`config.mk`:
```
export PLATFORM = sky130hd
export DESIGN_NAME = weight_updater_flat
export DESIGN_NICKNAME = d
export VERILOG_FILES = /design/src/rtl/weight_updater_pkg.sv /design/src/rtl/weight_updater_if.sv /design/src/rtl/weight_updater_seq_mult_unsigned.sv /design/src/rtl/weight_updater.sv /design/src/flat_wrapper.sv
export SDC_FILE = /design/constraint.sdc
export NUM_CORES = 1
export LEC_CHECK = 0
export CELL_PAD_IN_SITES_DETAIL_PLACEMENT = 1
export CELL_PAD_IN_SITES_GLOBAL_PLACEMENT = 1
export CORE_ASPECT_RATIO = 0.8
export CORE_MARGIN = 5
export CORE_UTILIZATION = 45
export CTS_CLUSTER_SIZE = 14
export DETAILED_ROUTE_END_ITERATION = 10
export HOLD_SLACK_MARGIN = 0.06
export PLACE_DENSITY_LB_ADDON = 0.1
export SLEW_MARGIN = 25
export SYNTH_ARGS = -nofsm -noshare
export SYNTH_HDL_FRONTEND = slang
export SYNTH_SLANG_ARGS = --single-unit
```
`constraint.sdc`:
```
create_clock -name clk -period 6.4 [get_ports clk]
set_input_delay 0.96 -clock clk [delete_from_list [all_inputs] [get_ports clk]]
set_output_delay 0.96 -clock clk [all_outputs]
set_load 0.02 [all_outputs]
```
`src/rtl/weight_updater_pkg.sv`:
```
// Shared signed Q-format constants, FSM encoding and saturation helpers for
// the weight update datapath and its sibling training stages.
package weight_updater_pkg;

  localparam int unsigned Q_FIXED_BITS = 8;
  localparam int unsigned Q_FRAC_BITS  = 8;
  localparam int unsigned Q_W          = Q_FIXED_BITS + Q_FRAC_BITS;

  localparam logic signed [Q_W-1:0] Q_MAX = {1'b0, {(Q_W-1){1'b1}}};
  localparam logic signed [Q_W-1:0] Q_MIN = {1'b1, {(Q_W-1){1'b0}}};
  localparam logic signed [Q_W-1:0] Q_ONE = Q_W'(1 << Q_FRAC_BITS);

  typedef enum logic [1:0] {
    IDLE  = 2'd0,
    MUL   = 2'd1,
    APPLY = 2'd2,
    DONE  = 2'd3
  } wu_state_t;

  // Bounds of a w-bit signed word, expressed in a 64-bit signed carrier.
  function automatic logic signed [63:0] q_bound_hi(input int unsigned w);
    return (64'sd1 <<< (w - 1)) - 64'sd1;
  endfunction

  function automatic logic signed [63:0] q_bound_lo(input int unsigned w);
    return -(64'sd1 <<< (w - 1));
  endfunction

  function automatic logic q_out_of_range(input logic signed [63:0] x,
                                          input int unsigned       w);
    return (x > q_bound_hi(w)) || (x < q_bound_lo(w));
  endfunction

  function automatic logic signed [63:0] q_clamp(input logic signed [63:0] x,
                                                 input int unsigned       w);
    if (x > q_bound_hi(w)) return q_bound_hi(w);
    if (x < q_bound_lo(w)) return q_bound_lo(w);
    return x;
  endfunction

endpackage

```
`src/rtl/weight_updater_if.sv`:
```
// Request/result bundle between the weight updater, its requester and the
// weight store / gradient register.
interface weight_updater_if #(
  parameter int unsigned W = 16
);
  logic         start;
  logic         ready;
  logic [W-1:0] gradient_in;
  logic [W-1:0] weight_in;
  logic [W-1:0] learning_rate;
  logic [W-1:0] weight_out;
  logic         done;
  logic         grad_clear;
  logic         saturated;

  modport master (
    output start, gradient_in, weight_in, learning_rate,
    input  ready, weight_out, done, grad_clear, saturated
  );

  modport slave (
    input  start, gradient_in, weight_in, learning_rate,
    output ready, weight_out, done, grad_clear, saturated
  );
endinterface

```
`src/rtl/weight_updater_seq_mult_unsigned.sv`:
```
// Iterative W-cycle shift-add unsigned multiplier; operands sampled on start
// while idle, product valid the cycle after done.
module seq_mult_unsigned #(
  parameter int unsigned W = 16
) (
  input  logic           clk,
  input  logic           rst,
  input  logic           start,
  input  logic [W-1:0]   a,
  input  logic [W-1:0]   b,
  output logic           busy,
  output logic           done,
  output logic [2*W-1:0] product
);
  localparam int unsigned CW = (W > 1) ? $clog2(W) : 1;
  localparam logic [CW-1:0] LAST = CW'(W - 1);

  logic [2*W-1:0] mcand_q, mcand_d;
  logic [W-1:0]   mplier_q, mplier_d;
  logic [2*W-1:0] acc_q, acc_d;
  logic [CW-1:0]  cnt_q, cnt_d;
  logic           busy_q, busy_d;

  always_ff @(posedge clk) begin
    if (rst) begin
      mcand_q  <= '0;
      mplier_q <= '0;
      acc_q    <= '0;
      cnt_q    <= '0;
      busy_q   <= 1'b0;
    end else begin
      mcand_q  <= mcand_d;
      mplier_q <= mplier_d;
      acc_q    <= acc_d;
      cnt_q    <= cnt_d;
      busy_q   <= busy_d;
    end
  end

  always_comb begin
    mcand_d  = mcand_q;
    mplier_d = mplier_q;
    acc_d    = acc_q;
    cnt_d    = cnt_q;
    busy_d   = busy_q;
    if (busy_q) begin
      if (mplier_q[0]) acc_d = acc_q + mcand_q;
      mcand_d  = mcand_q << 1;
      mplier_d = mplier_q >> 1;
      if (cnt_q == LAST) begin
        busy_d = 1'b0;
        cnt_d  = '0;
      end else begin
        cnt_d = cnt_q + CW'(1);
      end
    end else if (start) begin
      mcand_d  = {{W{1'b0}}, a};
      mplier_d = b;
      acc_d    = '0;
      cnt_d    = '0;
      busy_d   = 1'b1;
    end
  end

  // done flags the final accumulate step; acc_q holds the full product after it.
  assign done    = busy_q && (cnt_q == LAST);
  assign busy    = busy_q;
  assign product = acc_q;

endmodule

```
`src/rtl/weight_updater.sv`:
```
// new_weight = weight - learning_rate * gradient in signed Q format with
// saturation, using a shared iterative multiplier on operand magnitudes.
module weight_updater
  import weight_updater_pkg::*;
#(
  parameter int unsigned FIXED_BITS      = Q_FIXED_BITS,
  parameter int unsigned FRACTIONAL_BITS = Q_FRAC_BITS
) (
  input  logic             clk,
  input  logic             rst,
  weight_updater_if.slave  bus
);
  localparam int unsigned W = FIXED_BITS + FRACTIONAL_BITS;

  wu_state_t        state_q, state_d;
  logic [W-1:0]     weight_q, weight_d;
  logic             sign_q, sign_d;
  logic [W-1:0]     weight_out_q, weight_out_d;
  logic             saturated_q, saturated_d;

  logic             ready;
  logic             accept;
  logic [W-1:0]     grad_mag;
  logic [W-1:0]     lr_mag;
  logic             mult_busy;
  logic             mult_done;
  logic [2*W-1:0]   mult_product;

  logic [2*W-1:0]          scaled_mag;
  logic signed [2*W+1:0]   scaled;
  logic signed [2*W+1:0]   weight_ext;
  logic signed [2*W+1:0]   diff;
  logic signed [63:0]      diff_wide;

  // Two's-complement magnitude; the most negative value maps to 2^(W-1).
  assign grad_mag = bus.gradient_in[W-1]   ? (~bus.gradient_in + W'(1))   : bus.gradient_in;
  assign lr_mag   = bus.learning_rate[W-1] ? (~bus.learning_rate + W'(1)) : bus.learning_rate;

  assign ready  = (state_q == IDLE) && !mult_busy;
  assign accept = bus.start && ready;

  seq_mult_unsigned #(.W(W)) u_mult (
    .clk     (clk),
    .rst     (rst),
    .start   (accept),
    .a       (grad_mag),
    .b       (lr_mag),
    .busy    (mult_busy),
    .done    (mult_done),
    .product (mult_product)
  );

  always_ff @(posedge clk) begin
    if (rst) begin
      state_q      <= IDLE;
      weight_q     <= '0;
      sign_q       <= 1'b0;
      weight_out_q <= '0;
      saturated_q  <= 1'b0;
    end else begin
      state_q      <= state_d;
      weight_q     <= weight_d;
      sign_q       <= sign_d;
      weight_out_q <= weight_out_d;
      saturated_q  <= saturated_d;
    end
  end

  // Truncating the magnitude before applying the sign rounds toward zero.
  always_comb begin
    scaled_mag = mult_product >> FRACTIONAL_BITS;
    scaled     = sign_q ? -$signed({2'b00, scaled_mag}) : $signed({2'b00, scaled_mag});
    weight_ext = {{(W+2){weight_q[W-1]}}, weight_q};
    diff       = weight_ext - scaled;
    diff_wide  = 64'(diff);
  end

  always_comb begin
    state_d      = state_q;
    weight_d     = weight_q;
    sign_d       = sign_q;
    weight_out_d = weight_out_q;
    saturated_d  = saturated_q;
    case (state_q)
      IDLE: begin
        if (accept) begin
          weight_d = bus.weight_in;
          sign_d   = bus.gradient_in[W-1] ^ bus.learning_rate[W-1];
          state_d  = MUL;
        end
      end
      MUL: begin
        if (mult_done) state_d = APPLY;
      end
      APPLY: begin
        weight_out_d = W'(q_clamp(diff_wide, W));
        saturated_d  = q_out_of_range(diff_wide, W);
        state_d      = DONE;
      end
      DONE: begin
        state_d = IDLE;
      end
      default: begin
        state_d = IDLE;
      end
    endcase
  end

  assign bus.ready      = ready;
  assign bus.done       = (state_q == DONE);
  assign bus.grad_clear = (state_q == DONE);
  assign bus.weight_out = weight_out_q;
  assign bus.saturated  = saturated_q;

endmodule

```
`src/flat_wrapper.sv`:
```
// flat-port wrapper written by rule: the top's interface ports become plain ports
module weight_updater_flat import weight_updater_pkg::*;
#(
  parameter int unsigned FIXED_BITS      = Q_FIXED_BITS,
  parameter int unsigned FRACTIONAL_BITS = Q_FRAC_BITS
)
  (clk, rst, bus_start, bus_gradient_in, bus_weight_in, bus_learning_rate, bus_ready, bus_weight_out, bus_done, bus_grad_clear, bus_saturated);
  weight_updater_if bus_i ();
  input  logic clk;
  input  logic rst;
  input wire logic [$bits(bus_i.start)-1:0] bus_start;
  input wire logic [$bits(bus_i.gradient_in)-1:0] bus_gradient_in;
  input wire logic [$bits(bus_i.weight_in)-1:0] bus_weight_in;
  input wire logic [$bits(bus_i.learning_rate)-1:0] bus_learning_rate;
  output wire logic [$bits(bus_i.ready)-1:0] bus_ready;
  output wire logic [$bits(bus_i.weight_out)-1:0] bus_weight_out;
  output wire logic [$bits(bus_i.done)-1:0] bus_done;
  output wire logic [$bits(bus_i.grad_clear)-1:0] bus_grad_clear;
  output wire logic [$bits(bus_i.saturated)-1:0] bus_saturated;
  assign bus_i.start = bus_start;
  assign bus_i.gradient_in = bus_gradient_in;
  assign bus_i.weight_in = bus_weight_in;
  assign bus_i.learning_rate = bus_learning_rate;
  assign bus_ready = bus_i.ready;
  assign bus_weight_out = bus_i.weight_out;
  assign bus_done = bus_i.done;
  assign bus_grad_clear = bus_i.grad_clear;
  assign bus_saturated = bus_i.saturated;
  weight_updater #(.FIXED_BITS(FIXED_BITS), .FRACTIONAL_BITS(FRACTIONAL_BITS)) u_core (.clk(clk), .rst(rst), .bus(bus_i));
endmodule
```
Yosys cells after proc, flatten, opt, wreduce, memory -nomap -nowiden
Cells that the tools add are included.
{"block": "totals", "reg_bits": 121, "in_bits": 51, "wordCells": 69}
{"block": "classes", "bitwise": 3, "magnitude_cmp": 2, "n_reduce_logical": 11, "eq_ne": 7, "muxes": 28, "n_addsub": 6}
{"operator": "32-bit 2-to-1 mux", "count": 5}
{"operator": "16-bit 2-to-1 mux", "count": 6}
{"operator": "34-bit by 16-bit > comparator with 1-bit output, second input constant", "count": 1}
{"operator": "34-bit by 16-bit less-than comparator with 1-bit output, second input constant", "count": 1}
{"operator": "34-bit 2-to-1 mux", "count": 1}
{"operator": "24-bit negation with 34-bit output", "count": 1}
{"operator": "16-bit by 34-bit subtractor with 34-bit output", "count": 1}
{"operator": "16-bit by 1-bit adder with 16-bit output, second input constant", "count": 2}
{"operator": "32-bit adder", "count": 1}
{"operator": "16-bit inverter", "count": 2}
{"operator": "15-bit 2-to-1 mux", "count": 2}
{"operator": "4-bit 2-to-1 mux", "count": 3}
{"operator": "1-bit 2-to-1 mux", "count": 8}
{"operator": "2-bit case mux with 4 select lines", "count": 1}
{"operator": "2-bit AND reduction", "count": 3}
{"operator": "4-bit by 1-bit adder with 4-bit output, second input constant", "count": 1}
{"operator": "2-bit == test, second input constant", "count": 2}
{"operator": "4-bit == test, second input constant", "count": 1}
{"operator": "2-bit 2-to-1 mux", "count": 2}
{"operator": "2-bit by 1-bit inequality test with 1-bit output, second input constant", "count": 2}
{"operator": "1-bit logical AND", "count": 3}
{"operator": "2-bit by 1-bit == test with 1-bit output, second input constant", "count": 1}
{"operator": "2-bit logical NOT", "count": 1}
{"operator": "2-bit inequality test, second input constant", "count": 1}
{"operator": "other kinds (5)", "count": 5}

Longest topological paths before layout
{"block": "logic_depth", "ltp_word": 10, "depth_mapped": 22, "depth_no_buf": 20}

Modules after synthesis
A second synthesis with hierarchy kept.
{"block": "hier_totals", "cells_unflattened": 1295, "area_unflattened_um2": 9808.2}
{"module": "seq_mult_unsigned", "cells_each": 640, "seq_area_each_um2": 1701.6, "area_each_um2": 5051.1, "n_inst": 1}
{"module": "weight_updater", "cells_each": 655, "seq_area_each_um2": 720.7, "area_each_um2": 4757.1, "n_inst": 1}

Least setup slack after synthesis
OpenSTA, ideal clock, no wires.
{"block": "synth_timing", "kind": "register to register", "start": "register u_core.u_mult.acc_q[8], in the netlist u_core.u_mult.product[8]", "end": "register u_core.weight_out_q[1], in the netlist u_core.bus.weight_out[1]", "arrival_time_ns": 5.420, "path_stages_with_launch": 21, "setup_time_ns": 0.079, "path_buffers": 2, "required_time_ns": 6.321, "synth_period_minus_slack_ns": 5.499, "path_slack_ns": 0.901, "path_cell_list": "dfxtp_1 -> or4_1 -> or3_1 -> or3_4 -> o41ai_4 -> nand2_1 -> xnor2_1 -> ha_1 -> buf_2 -> a21oi_1 -> o21a_1 -> inv_1 -> a2111oi_1 -> a21oi_2 -> xor2_1 -> or4b_1 -> or4_4 -> nor4b_4 -> buf_6 -> o21bai_2 -> a211oi_2"}
{"block": "synth_via", "elab_chain_len": 9, "elab_cells_between_ends": 13, "cone_classes": "2 x add/sub; 2 x order compare; 9 x mux"}
{"item": "start: declaration", "line": "weight_updater_seq_mult_unsigned.sv:20", "text": "logic [2*W-1:0] acc_q, acc_d;"}
{"item": "start signal: assignment", "line": "weight_updater_seq_mult_unsigned.sv:28", "text": "acc_q <= '0;"}
{"item": "start signal: assignment", "line": "weight_updater_seq_mult_unsigned.sv:34", "text": "acc_q <= acc_d;"}
{"item": "24-bit negation with 34-bit output", "line": "weight_updater.sv:72", "text": "scaled = sign_q ? -$signed({2'b00, scaled_mag}) : $signed({2'b00, scaled_mag});"}
{"item": "34-bit 2-to-1 mux *", "line": "weight_updater.sv:72"}
{"item": "16-bit by 34-bit subtractor with 34-bit output *", "line": "weight_updater.sv:74", "text": "diff = weight_ext - scaled;"}
{"item": "34-bit by 16-bit less-than comparator with 1-bit output", "line": "weight_updater_pkg.sv:37", "text": "if (x < q_bound_lo(w)) return q_bound_lo(w);"}
{"item": "1-bit 2-to-1 mux (2 in series)", "line": "weight_updater_pkg.sv:37"}
{"item": "1-bit 2-to-1 mux", "line": "weight_updater.sv:84", "text": "case (state_q)"}
{"item": "16-bit 2-to-1 mux", "line": "weight_updater_pkg.sv:38", "text": "return x;"}
{"item": "16-bit 2-to-1 mux *", "line": "weight_updater_pkg.sv:37"}
{"item": "end signal: assignment", "line": "weight_updater.sv:64", "text": "weight_out_q <= weight_out_d;"}
{"item": "end: declaration", "line": "weight_updater.sv:18", "text": "logic [W-1:0] weight_out_q, weight_out_d;"}
Mark *: on every way between the ends. The rest lies on a longest branch, timed or not. The select of a mux whose other input is x is not followed.
A chain may end at the register's enable or synchronous reset.

Final worst setup path
{"block": "layout_timing", "start": "register u_core.u_mult.acc_q[8], in the netlist u_core.u_mult.product[8]", "end": "register u_core.weight_out_q[8], in the netlist u_core.bus.weight_out[8]"}
The elaborated chain is that of the path after synthesis.

==> metrics.md <==
| Metric | Value |
|---|---|
| Post-route ant nets | 0 |
| Cell row count | 47 |
| Critical path launch point type | flip-flop |
| Cell count after placement | 1494 |
| Vias in the first global route | 9226 |
| Post-synthesis async set-or-reset flop share | 0% |
| TritonRoute pass-1 iters | 5 |
| Routed WL | 28240 um |
| Mux contribution to synthesized area | 0.4292% |
| Max-Cap Viols | 0 |
| Root buffer cell | clkbuf_16 |
| FILL cells | 2489 |
| Sequential-to-total area share from yosys stat | 25.97% |
| Setup CP Type | reg -> reg |
| DIE AREA | 0.02373 mm2 |
| Clk slew on worst S/H paths | 0.06 ns |
| Synth Area in XOR/XNOR | 9.940% |
| Sequence of cells on the critical path | or4_1, or3_1, or3_4, o41ai_4, nand2_1, xnor2_1, ha_1, a21oi_1, o21a_1, inv_1, a2111oi_1, a21oi_2, xor2_1, or4b_1, or4_4, nor4b_4, buf_4, o211ai_1, a211oi_1 |
| Clock skew | 0.006579 ns |
| FF-to-FF Start | u_core.u_mult.product[8] |
| Largest net degree at the start of global routing | 77 |
| Initial core utilization | 45.45% |
| Status | complete, no violations |
| Worst EP arrival | 6.34 ns |
| Grt peak-use layer | met2 |
| Vias/cell | 5.913 |
| Clock Latency Late Sink | 0.43 ns |
| IO Port Bufs | 70 |
| Slew Viols, Final | 0 |
| Initial antenna violation count | 0 |
| Util after Layout | 52.52% |
| Worst hold margin | 0.4565 ns |
| Most frequent cells in the layout | 151 x nand2_1, 151 x a21oi_1, 120 x dfxtp_1 |
| Top Ports | 71 |
| Worst setup EP type | flip-flop |
| CTS sink cnt | 121 |
| Worst slew margin | 33.74% |
| Final hold vios | 0 |
| Fin cells | 1525 |
| Share of layout cells above drive strength 1 | 6.768% |
| Routed wire length per instance | 18.52 um |
| Final instance area | 0.01078 mm2 |
| Die Y-Extent | 138.8 um |
| Gate Count Post-Synth | 1210 |
| Met3 Use GR | 3.876% |
| Post-Syn Area | 0.009328 mm2 |
| Drt drc | 0 |
| Power per standard cell area | 376.9 mW/mm2 |
| Gpl congestion | 0.8549 |
| Num CTS Buffers | 17 |
| Fmax | 0.1668 GHz |
| Setup crit start | u_core.u_mult.product[8] |
| Total power | 4.062 mW |
| Post-synthesis simple-gate area fraction | 20.95% |
| Int Pwr | 2.314 mW |
| Worst Path Max Fanout | 16 |
| Nets | 1370 |
| Psw | 1.748 mW |
| Reg power frac | 23.6% |
| Hold_buf cts | 0 |
| Final setup TNS | 0 ns |
| GRT met1 Usage | 33.75% |
| Crit-path slowest cell | or4_1 |
| RSZ-0062 raised after global routing | no |
| GRT Residual Overflow | 0 |
| Worst endpoint required time | 6.74 ns |
| Global-route wire length before repair | 47280 um |
| Htree depth | 4 |
| Synth Area in Adders | 10.22% |
| Multi-input gate area | 0.006525 mm2 |
| Width of the die | 171.0 um |
| Hold Startpoint | u_core.bus.weight_out[15] |
| Main synth FF type | dfxtp_1 |
| DRT iter0 DRCs | 498 |
| Yosys warns | 0 |
| Leakage | 4.309 nW |
| Placed instance area | 0.01016 mm2 |
| Area grow syn2layout | 15.56% |
| Worst VDD drop | 0.3045 mV |
| Largest family of logic cells by synthesized area | compound AO/OA/AOI/OAI gates |
| Syn Nets | 1336 |
| Post-CTS sizing | 0 |
| CTS tree | built |
| Clock share of power | 25.5% |
| Met2 Use GR | 37.70% |
| Final setup fails | 0 |
| Post-synthesis compound-gate area fraction | 28.34% |
| Netlist cell types | 73 |
| Sw Ratio | 43.03% |
| CTS Buffer Depth | 2 |
| Core Area | 0.02052 mm2 |
| Avg Synthesized Cell Area | 7.709 um2 |
| Tcrit/Tclk final | 93.69% |
| Global Route Usage Sum | 23.73% |
| HP Class | reg -> reg |
| Minimum clock period | 5.996 ns |
| Vias post-DR | 9018 |
| Diodes inserted | 0 |
| Pre-CTS WS | 0.4182 ns |
| FF/Latch Area | 0.002424 mm2 |
| Post-CTS repair timing setup buffer count | 0 |
| Post-DP HPWL | 19990 um |
| Worst-Margin Slew | 0.9925 ns |
| Slowest stage delay, CP | 0.57 ns |
| Comb power frac | 50.9% |
| Synth Register Bits | 121 |
| EDFF count, synth | 0 |
| Slack of the critical path | 0.4039 ns |
layer usage:
layer  part of all wire [%]  up-vias
li1                       -     4452
met3                    3.6       27
met1                     51     4398
met2                     44      141
met5                      0        -
met4                    1.3        0
Yosys cell counts, types with 5 or more instances:
library cell / number / share of area [%]
nor3_1: 20 / 1.1
clkbuf_1: 51 / 2.1
o21bai_1: 9 / 0.72
o31ai_1: 17 / 1.4
o21ai_1: 5 / 0.27
and2_1: 9 / 0.60
ha_1: 73 / 9.8
nor2b_1: 10 / 0.67
xnor2_1: 66 / 6.2
buf_1: 5 / 0.20
and3_1: 7 / 0.47
a211oi_1: 18 / 1.4
or3_1: 11 / 0.74
a221oi_1: 5 / 0.47
a21oi_1: 151 / 8.1
or4_1: 8 / 0.64
a211o_1: 5 / 0.47
nor4_1: 6 / 0.40
nand2b_1: 14 / 0.94
inv_1: 24 / 0.97
o41ai_1: 13 / 1.2
nand3_1: 38 / 2.0
nand2_1: 152 / 6.1
nand4_1: 13 / 0.87
a211oi_2: 11 / 1.5
xor2_1: 38 / 3.6
o21a_1: 7 / 0.56
nor2_1: 107 / 4.3
a21o_1: 28 / 2.3
o211ai_1: 8 / 0.64
dfxtp_1: 121 / 26
a22oi_1: 27 / 2.2
o21ai_0: 47 / 2.5
o21ai_2: 10 / 0.94
a31oi_1: 14 / 0.94
power by group through the flow:
| stage | clock network [mW] | logic, mW | registers (mW) |
|---|---|---|---|
| after global routing | 1.09 | 2.27 | 0.971 |
| after detailed placement | 0 | 2.04 | 0.971 |
| after global placement | 0 | 1.99 | 0.968 |
| final | 1.04 | 2.07 | 0.958 |
| after floorplan | 0 | 1.48 | 0.992 |
| after CTS | 1.05 | 2.06 | 0.958 |
path summary, 6_finish.rpt:
| kind | endpoint | slack (ns) | cells after the start |
|---|---|---|---|
| worst max register to register | u_core.bus.weight_out[8] | 0.40 | 19 |
| worst min-delay path | u_core.bus.weight_out[15] | 0.46 | 2 |
| worst min register to register | u_core.bus.weight_out[15] | 0.46 | 2 |
| worst max-delay path | u_core.bus.weight_out[8] | 0.40 | 19 |
sequential cells by signal, indices dropped and copies added (netlist names):
name,count
u_core.bus.saturated,1
u_core.state_q,2
u_core.bus.weight_out,16
u_core.u_mult.busy,1
u_core.u_mult.mcand_q,32
u_core.u_mult.cnt_q,4
u_core.u_mult.product,32
u_core.u_mult.mplier_q,16
u_core.weight_q,16
u_core.sign_q,1
worst max-delay path, delay by kind of cell, from the launching register on:
family / cells / cell delay [ns]
simple gates: 7 / 2.65
compound gates: 7 / 1.83
fa+ha+maj: 1 / 0.39
buf+inv: 2 / 0.36
flops: 1 / 0.35
xor+xnor: 2 / 0.34
cells by family after synthesis:
group                      count (synthesis)
and+or+nand+nor                          415
AOI/OAI and AO/OA                        400
DFF                                      121
xor gates and xnor gates                 105
buffers and inverters                     90
adders and majority gates                 75
muxes                                      4
area by class of cell:
class	count	area share, %
multi-input cells	999	60.53
flip-flops and latches	121	22.48
repair buffers	81	7.243
clock buffers	17	3.947
well taps	269	3.122
clock inverters	14	1.834
inverters	24	0.8358
(Power assumes the default switching activity.)
